<file path="src/rtl/ir_imm_decode.sv">
// rtl/ir_imm_decode.sv - LC-3b instruction latch, immediate extractor and SEXT control, two-entry skid buffer.
// Optional ILLEGAL_TRAP_EN: reserved opcodes raise illegal and hold the head until flush or reset.
module ir_imm_decode #(
  parameter int         PC_W         = 16,
  parameter logic [3:0] ILLEGAL_CONT = 4'd15
) (
  input  logic            clk,
  input  logic            reset,
  input  logic            flush,
  input  logic            in_valid,
  output logic            in_ready,
  input  logic [15:0]     in_instr,
  input  logic [PC_W-1:0] in_pc,
  output logic            out_valid,
  input  logic            out_ready,
  output logic [15:0]     out_ir,
  output logic [PC_W-1:0] out_pc,
  output logic [3:0]      out_opcode,
  output logic [15:0]     imm_raw,
  output logic [3:0]      sext_cont,
  output logic            lshf1,
  output logic            has_imm,
  output logic            illegal
);

  typedef enum logic [1:0] {EMPTY, ONE, TWO} state_t;

  typedef struct packed {
    logic [15:0]     ir;
    logic [PC_W-1:0] pc;
    logic [15:0]     imm;
    logic [3:0]      cont;
    logic            lshf1;
    logic            has_imm;
    logic            illegal;
  } head_t;

  function automatic head_t decode(input logic [15:0] ir, input logic [PC_W-1:0] pc);
    head_t h;
    h.ir      = ir;
    h.pc      = pc;
    h.imm     = '0;
    h.cont    = 4'd15;
    h.lshf1   = 1'b0;
    h.has_imm = 1'b0;
    h.illegal = 1'b0;
    unique case (ir[15:12])
      4'b0000, 4'b1110: begin h.imm = {7'b0, ir[8:0]}; h.cont = 4'd8; h.lshf1 = 1'b1; h.has_imm = 1'b1; end
      4'b0001, 4'b0101, 4'b1001:
        if (ir[5]) begin h.imm = {11'b0, ir[4:0]}; h.cont = 4'd4; h.has_imm = 1'b1; end
      4'b0010, 4'b0011: begin h.imm = {10'b0, ir[5:0]}; h.cont = 4'd5; h.has_imm = 1'b1; end
      4'b0110, 4'b0111: begin h.imm = {10'b0, ir[5:0]}; h.cont = 4'd5; h.lshf1 = 1'b1; h.has_imm = 1'b1; end
      4'b0100:
        if (ir[11]) begin h.imm = {5'b0, ir[10:0]}; h.cont = 4'd10; h.lshf1 = 1'b1; h.has_imm = 1'b1; end
      4'b1101: begin h.imm = {12'b0, ir[3:0]}; h.has_imm = 1'b1; end
      4'b1111: begin h.imm = {8'b0, ir[7:0]}; h.lshf1 = 1'b1; h.has_imm = 1'b1; end
      4'b1010, 4'b1011: begin
        h.cont = ILLEGAL_CONT;
`ifdef ILLEGAL_TRAP_EN
        h.illegal = 1'b1;
`endif
      end
      default: ;
    endcase
    return h;
  endfunction

  state_t          state_q, state_d;
  head_t           head_q, head_d;
  logic [15:0]     skid_ir_q, skid_ir_d;
  logic [PC_W-1:0] skid_pc_q, skid_pc_d;
  logic            in_ready_q, in_ready_d;
  logic            push, pop;

  assign out_valid = (state_q != EMPTY);
  assign push      = in_valid & in_ready_q;
  // An illegal head never pops; it is only cleared by flush or reset.
  assign pop       = out_valid & out_ready & ~head_q.illegal;

  always_comb begin
    state_d   = state_q;
    head_d    = head_q;
    skid_ir_d = skid_ir_q;
    skid_pc_d = skid_pc_q;
    if (flush) begin
      state_d = EMPTY;
    end else begin
      unique case (state_q)
        EMPTY: if (push) begin head_d = decode(in_instr, in_pc); state_d = ONE; end
        ONE: begin
          if (push && pop) begin
            head_d = decode(in_instr, in_pc);
          end else if (push) begin
            skid_ir_d = in_instr;
            skid_pc_d = in_pc;
            state_d   = TWO;
          end else if (pop) begin
            state_d = EMPTY;
          end
        end
        TWO: if (pop) begin head_d = decode(skid_ir_q, skid_pc_q); state_d = ONE; end
        default: state_d = EMPTY;
      endcase
    end
    in_ready_d = (state_d != TWO);
  end

  always_ff @(posedge clk) begin
    if (reset) begin
      state_q    <= EMPTY;
      in_ready_q <= 1'b1;
      head_q     <= '{ir: '0, pc: '0, imm: '0, cont: 4'd15, lshf1: 1'b0, has_imm: 1'b0, illegal: 1'b0};
      skid_ir_q  <= '0;
      skid_pc_q  <= '0;
    end else begin
      state_q    <= state_d;
      in_ready_q <= in_ready_d;
      head_q     <= head_d;
      skid_ir_q  <= skid_ir_d;
      skid_pc_q  <= skid_pc_d;
    end
  end

  assign in_ready   = in_ready_q;
  assign out_ir     = head_q.ir;
  assign out_pc     = head_q.pc;
  assign out_opcode = head_q.ir[15:12];
  assign imm_raw    = head_q.imm;
  assign sext_cont  = head_q.cont;
  assign lshf1      = head_q.lshf1;
  assign has_imm    = head_q.has_imm;
`ifdef ILLEGAL_TRAP_EN
  assign illegal    = head_q.illegal;
`else
  assign illegal    = 1'b0;
`endif

endmodule

</file>
<file path="config.mk">
export PLATFORM = sky130hd
export DESIGN_NAME = ir_imm_decode
export DESIGN_NICKNAME = d
export VERILOG_FILES = /design/src/rtl/ir_imm_decode.sv
export SDC_FILE = /design/constraint.sdc
export NUM_CORES = 1
export LEC_CHECK = 0
export CAP_MARGIN = 20
export CORE_UTILIZATION = 54
export CTS_CLUSTER_DIAMETER = 100
export DETAILED_ROUTE_END_ITERATION = 12
export GPL_TIMING_DRIVEN = 0
export PLACE_DENSITY_LB_ADDON = 0.12
export SYNTH_ARGS = -nofsm -noshare
export SYNTH_HDL_FRONTEND = slang
export SYNTH_SLANG_ARGS = --single-unit
</file>
<file path="constraint.sdc">
create_clock -name clk -period 3.46 [get_ports clk]
set_input_delay 0.692 -clock clk [delete_from_list [all_inputs] [get_ports clk]]
set_output_delay 0.692 -clock clk [all_outputs]
set_load 0.05 [all_outputs]
</file>
==> impl.org <==
** Final layout
- Across the whole layout, storage elements account for 0.001682 mm^2.
- The multi-input combinational cells in the finished layout cover a total of 0.002079 mm^2.
- Final Net Count :: 641
- Fill cells :: 586
- Commonest cells after routing, fill and taps aside :: 139 x sky130_fd_sc_hd__nand2_1, 90 x sky130_fd_sc_hd__clkdlybuf4s50_1, 84 x sky130_fd_sc_hd__dfxtp_1
- Measured on the finished design, the core utilization comes to 73.24%.
- The library cell used most frequently in the layout, excluding fill and tap cells, is sky130_fd_sc_hd__nand2_1.
- Once layout is complete, the cells apart from fillers number 708.
- 0 antenna diodes ended up in the layout.
- The post-route netlist has 13.14% of its cells at a drive strength greater than 1.
- Area growth, synth to finish :: 31.37%

** STA
- Slew at the pin closest to its max-slew limit :: 0.7628 ns
- Clock tree skew after final layout :: 0.01080 ns
- Unrepaired setup endpoints after global routing :: false
- Hold timing on the final database bottoms out at a slack of 0.4588 ns.
- The final count of pins violating max slew is 0.
- Min Tclk post-route :: 2.415 ns
- Total of endpoints with negative setup slack in the final report :: 0
- The final hold violation count came to 0.
- In the final timing run, aggregate negative setup slack is 0 ns.
- Relative slew slack :: 49.14%
- In the finished design, the share of the clock period the worst path needs comes to 69.79%.
- For this run, the top clock speed supported by timing is 414.1 MHz.

** Yosys
- Mapped Area :: 0.004044 mm^2
- In this run, synthesis produced a sequential element count of 84.
- After Yosys synthesis, XOR and XNOR cells account for 0% of the synthesized area.
- By area the synthesized netlist is led by sky130_fd_sc_hd__dfxtp_1 42%, sky130_fd_sc_hd__nand2_1 13%, sky130_fd_sc_hd__a311oi_2 12%, sky130_fd_sc_hd__nor2_1 5.3%, sky130_fd_sc_hd__a21oi_1 5.2%.
- Post-synthesis instance total :: 498
- Sequential cells were found to cover 41.58% of the synthesized design area.
- Share of synthesized cell area in and, or, nand and nor gates :: 24.60%
- The share of synthesized area in the top cell type comes to 41.58%.
- Yosys synthesis warning count :: 0
- After synthesis, the share of flip-flops with an asynchronous set or reset is 0%.
- In this run, synthesis inferred 0 flip-flops with an integrated enable.
- Combinational family with the most area after synthesis :: compound AO/OA/AOI/OAI gates
- A synthesized cell averages 8.120 um^2.
- Complex-gate fraction of the synthesized area :: 25.53%
- Among all flip-flop cells after synthesis, the most frequent one is sky130_fd_sc_hd__dfxtp_1.
- The synthesized netlist devotes 0% of its cell area to adder and majority cells.
- Measured against the total synthesized area, the mux share comes to 0.7426%.
- Distinct cell type count after synthesis :: 48
- Post-synth top area cell :: sky130_fd_sc_hd__dfxtp_1

** Die
- Die ar. :: 0.007838 mm^2
- Row count :: 31
- Initial cell density of the core :: 55.75%
- In this run the horizontal extent of the chip is 88.54 um.
- After floorplanning, the core was sized to cover 0.007253 mm^2.
- From bottom edge to top edge, the die measures 88.54 um.
- Boundary pin count :: 98

** Worst setup path
- STA classifies the critical path startpoint as an input pin.
- Data required time at the worst endpoint :: 3.69 ns
- The worst setup path is of the in2reg kind.
- Data arrives at the worst endpoint at 2.65 ns.
- Of all nets on the critical path, the largest fanout is 10.
- STA classifies the critical path endpoint as a register.

** Clock network
- Hold_buf cts :: 0
- Root buffer cell :: sky130_fd_sc_hd__clkbuf_8
- The H-tree generated during clock tree synthesis spans 3 levels.
- TritonCTS clock tree :: done
- The clock drives 84 sinks.
- Worst skew pair latency :: 0.36 ns
- Counting the buffers created by CTS gives 9.
- The longest clock path from root to sink contains 2 buffers.
- Buffers inserted by post-CTS timing repair :: 0
- Gates resized during post-CTS repair numbered 0.
- Clock-pin slew was measured on the worst setup and hold paths at 0.09 ns.

** Routing
- Residual antenna-violating net count after detailed routing :: 0
- In the routed layout, each cell is associated on average with a via count of 5.669.
- The detailed router finished its first iteration with 272 violations.
- Dividing the detail-routed wire length by the instance count gives 16.37 um.
- Number of design rule violations left after detail routing :: 0
- Total iterations of the first detailed-routing run :: 5
- Routed vias :: 4014
- The routed design has 11590 um of wire.

** Power and ir drop
- VDD sags by at most 0.0002845 V.
- The design draws 0.002432 W.
- Power density of the placed cells :: 457.7 mW/mm^2
- Static Leakage :: 1.911 nW

** Global route
- Via count of the first global-routing pass :: 3730
- The total overflow left after global routing is 0.
- Largest net degree at the start of global routing :: 15
- First-pass GRT wire length :: 18530 um
- Aggregate global-route resource usage :: 31.26%
- The initial antenna violation count came to 0.

** Placed design
- Number of input and output port buffers inserted :: 90
- The number of placed instances, taps included, is 692.
- Summed over all nets, the half-perimeter wirelength after detailed placement is 8427 um.
- RePlAce Congestion :: 0.9085

** Status
- The flow ran to the end, and the final reports show no timing, DRC or antenna violations.

** Job
- The tool flagged a number of max-cap violations equal to 0.

** Worst hold path
- In this run the worst hold path is classified as reg2reg.
through the flow:
step                setup WS (ns)  cell area [um^2]
global route               0.9710              5313
detailed placement         0.7140              5087
floorplan                   1.596              4063
finish                      1.045              5313
global placement           0.7631              5087
CTS                         1.040              5313
sequential cells by signal, summed over array words and instances (netlist names):
signal,flops
has_imm,1
imm_raw,11
skid_ir_q,16
sext_cont,4
in_ready,1
out_pc,16
out_ir,16
state_q,2
lshf1,1
skid_pc_q,16
Yosys cell counts (3+ instances only):
library cell	number
sky130_fd_sc_hd__nand2_1	139
sky130_fd_sc_hd__dfxtp_1	84
sky130_fd_sc_hd__nor2_1	57
sky130_fd_sc_hd__a21oi_1	42
sky130_fd_sc_hd__a311oi_2	33
sky130_fd_sc_hd__clkbuf_1	24
sky130_fd_sc_hd__buf_4	16
sky130_fd_sc_hd__nor3_1	16
sky130_fd_sc_hd__buf_2	7
sky130_fd_sc_hd__o21ai_0	6
sky130_fd_sc_hd__a221oi_1	5
sky130_fd_sc_hd__o22ai_1	5
sky130_fd_sc_hd__buf_6	4
sky130_fd_sc_hd__nand3_1	4
sky130_fd_sc_hd__nor2b_1	4
sky130_fd_sc_hd__a211oi_1	3
sky130_fd_sc_hd__a31oi_1	3
sky130_fd_sc_hd__inv_1	3
sky130_fd_sc_hd__mux2i_1	3
sky130_fd_sc_hd__nand2b_1	3
logic make-up (layout without fill, tap and decap cells):
logic type	count (synthesis)	count (layout)
simple gates	239	239
other cells	1	6
compound gates	117	117
mux	3	3
flops	84	84
buf+inv	54	160
power by group:
part | switching (W) | internal (W)
sequential | 0.0000293 | 0.00102
combinational | 0.000372 | 0.000213
clock | 0.000371 | 0.000429
critical path, stage by stage:
cell and delay, ns:
sky130_fd_sc_hd__clkdlybuf4s50_1 0.49, sky130_fd_sc_hd__clkbuf_1 0.41, sky130_fd_sc_hd__nand2_1 0.20, sky130_fd_sc_hd__a21oi_1 0.17, sky130_fd_sc_hd__a311oi_1 0.08, sky130_fd_sc_hd__o32ai_1 0.47, sky130_fd_sc_hd__a31oi_1 0.13
metal layers:
layer / share of wire (%) / global-route usage (%) / routed length (um) / up-vias
li1: - / - / - / 1931
met1: 45 / 42.18 / 5207 / 1895
met2: 46 / 49.37 / 5358 / 171
met3: 6.7 / 5.597 / 780 / 17
met4: 2.1 / 13.20 / 242 / 0
met5: 0 / 0 / 0 / -
worst paths after layout:
check | startpoint | endpoint | slack (ns) | depth (start not counted)
setup / recovery | in_instr[14] | sext_cont[3] | 1.05 | 7
hold / removal | skid_pc_q[12] | skid_pc_q[12] | 0.46 | 2
setup reg to reg | state_q[1] | out_pc[15] | 1.56 | 6
hold reg to reg | skid_pc_q[12] | skid_pc_q[12] | 0.46 | 2
final cells by class:
class / count / share of cell area [%]
buffer: 51 / 5.464
clock buffer: 11 / 2.661
clock inverter: 5 / 1.578
inverter: 3 / 0.2120
multi-input combinational: 365 / 39.14
sequential: 84 / 31.65
tap: 99 / 2.332
timing repair buffer: 90 / 16.96
(Power assumes the default switching activity.)
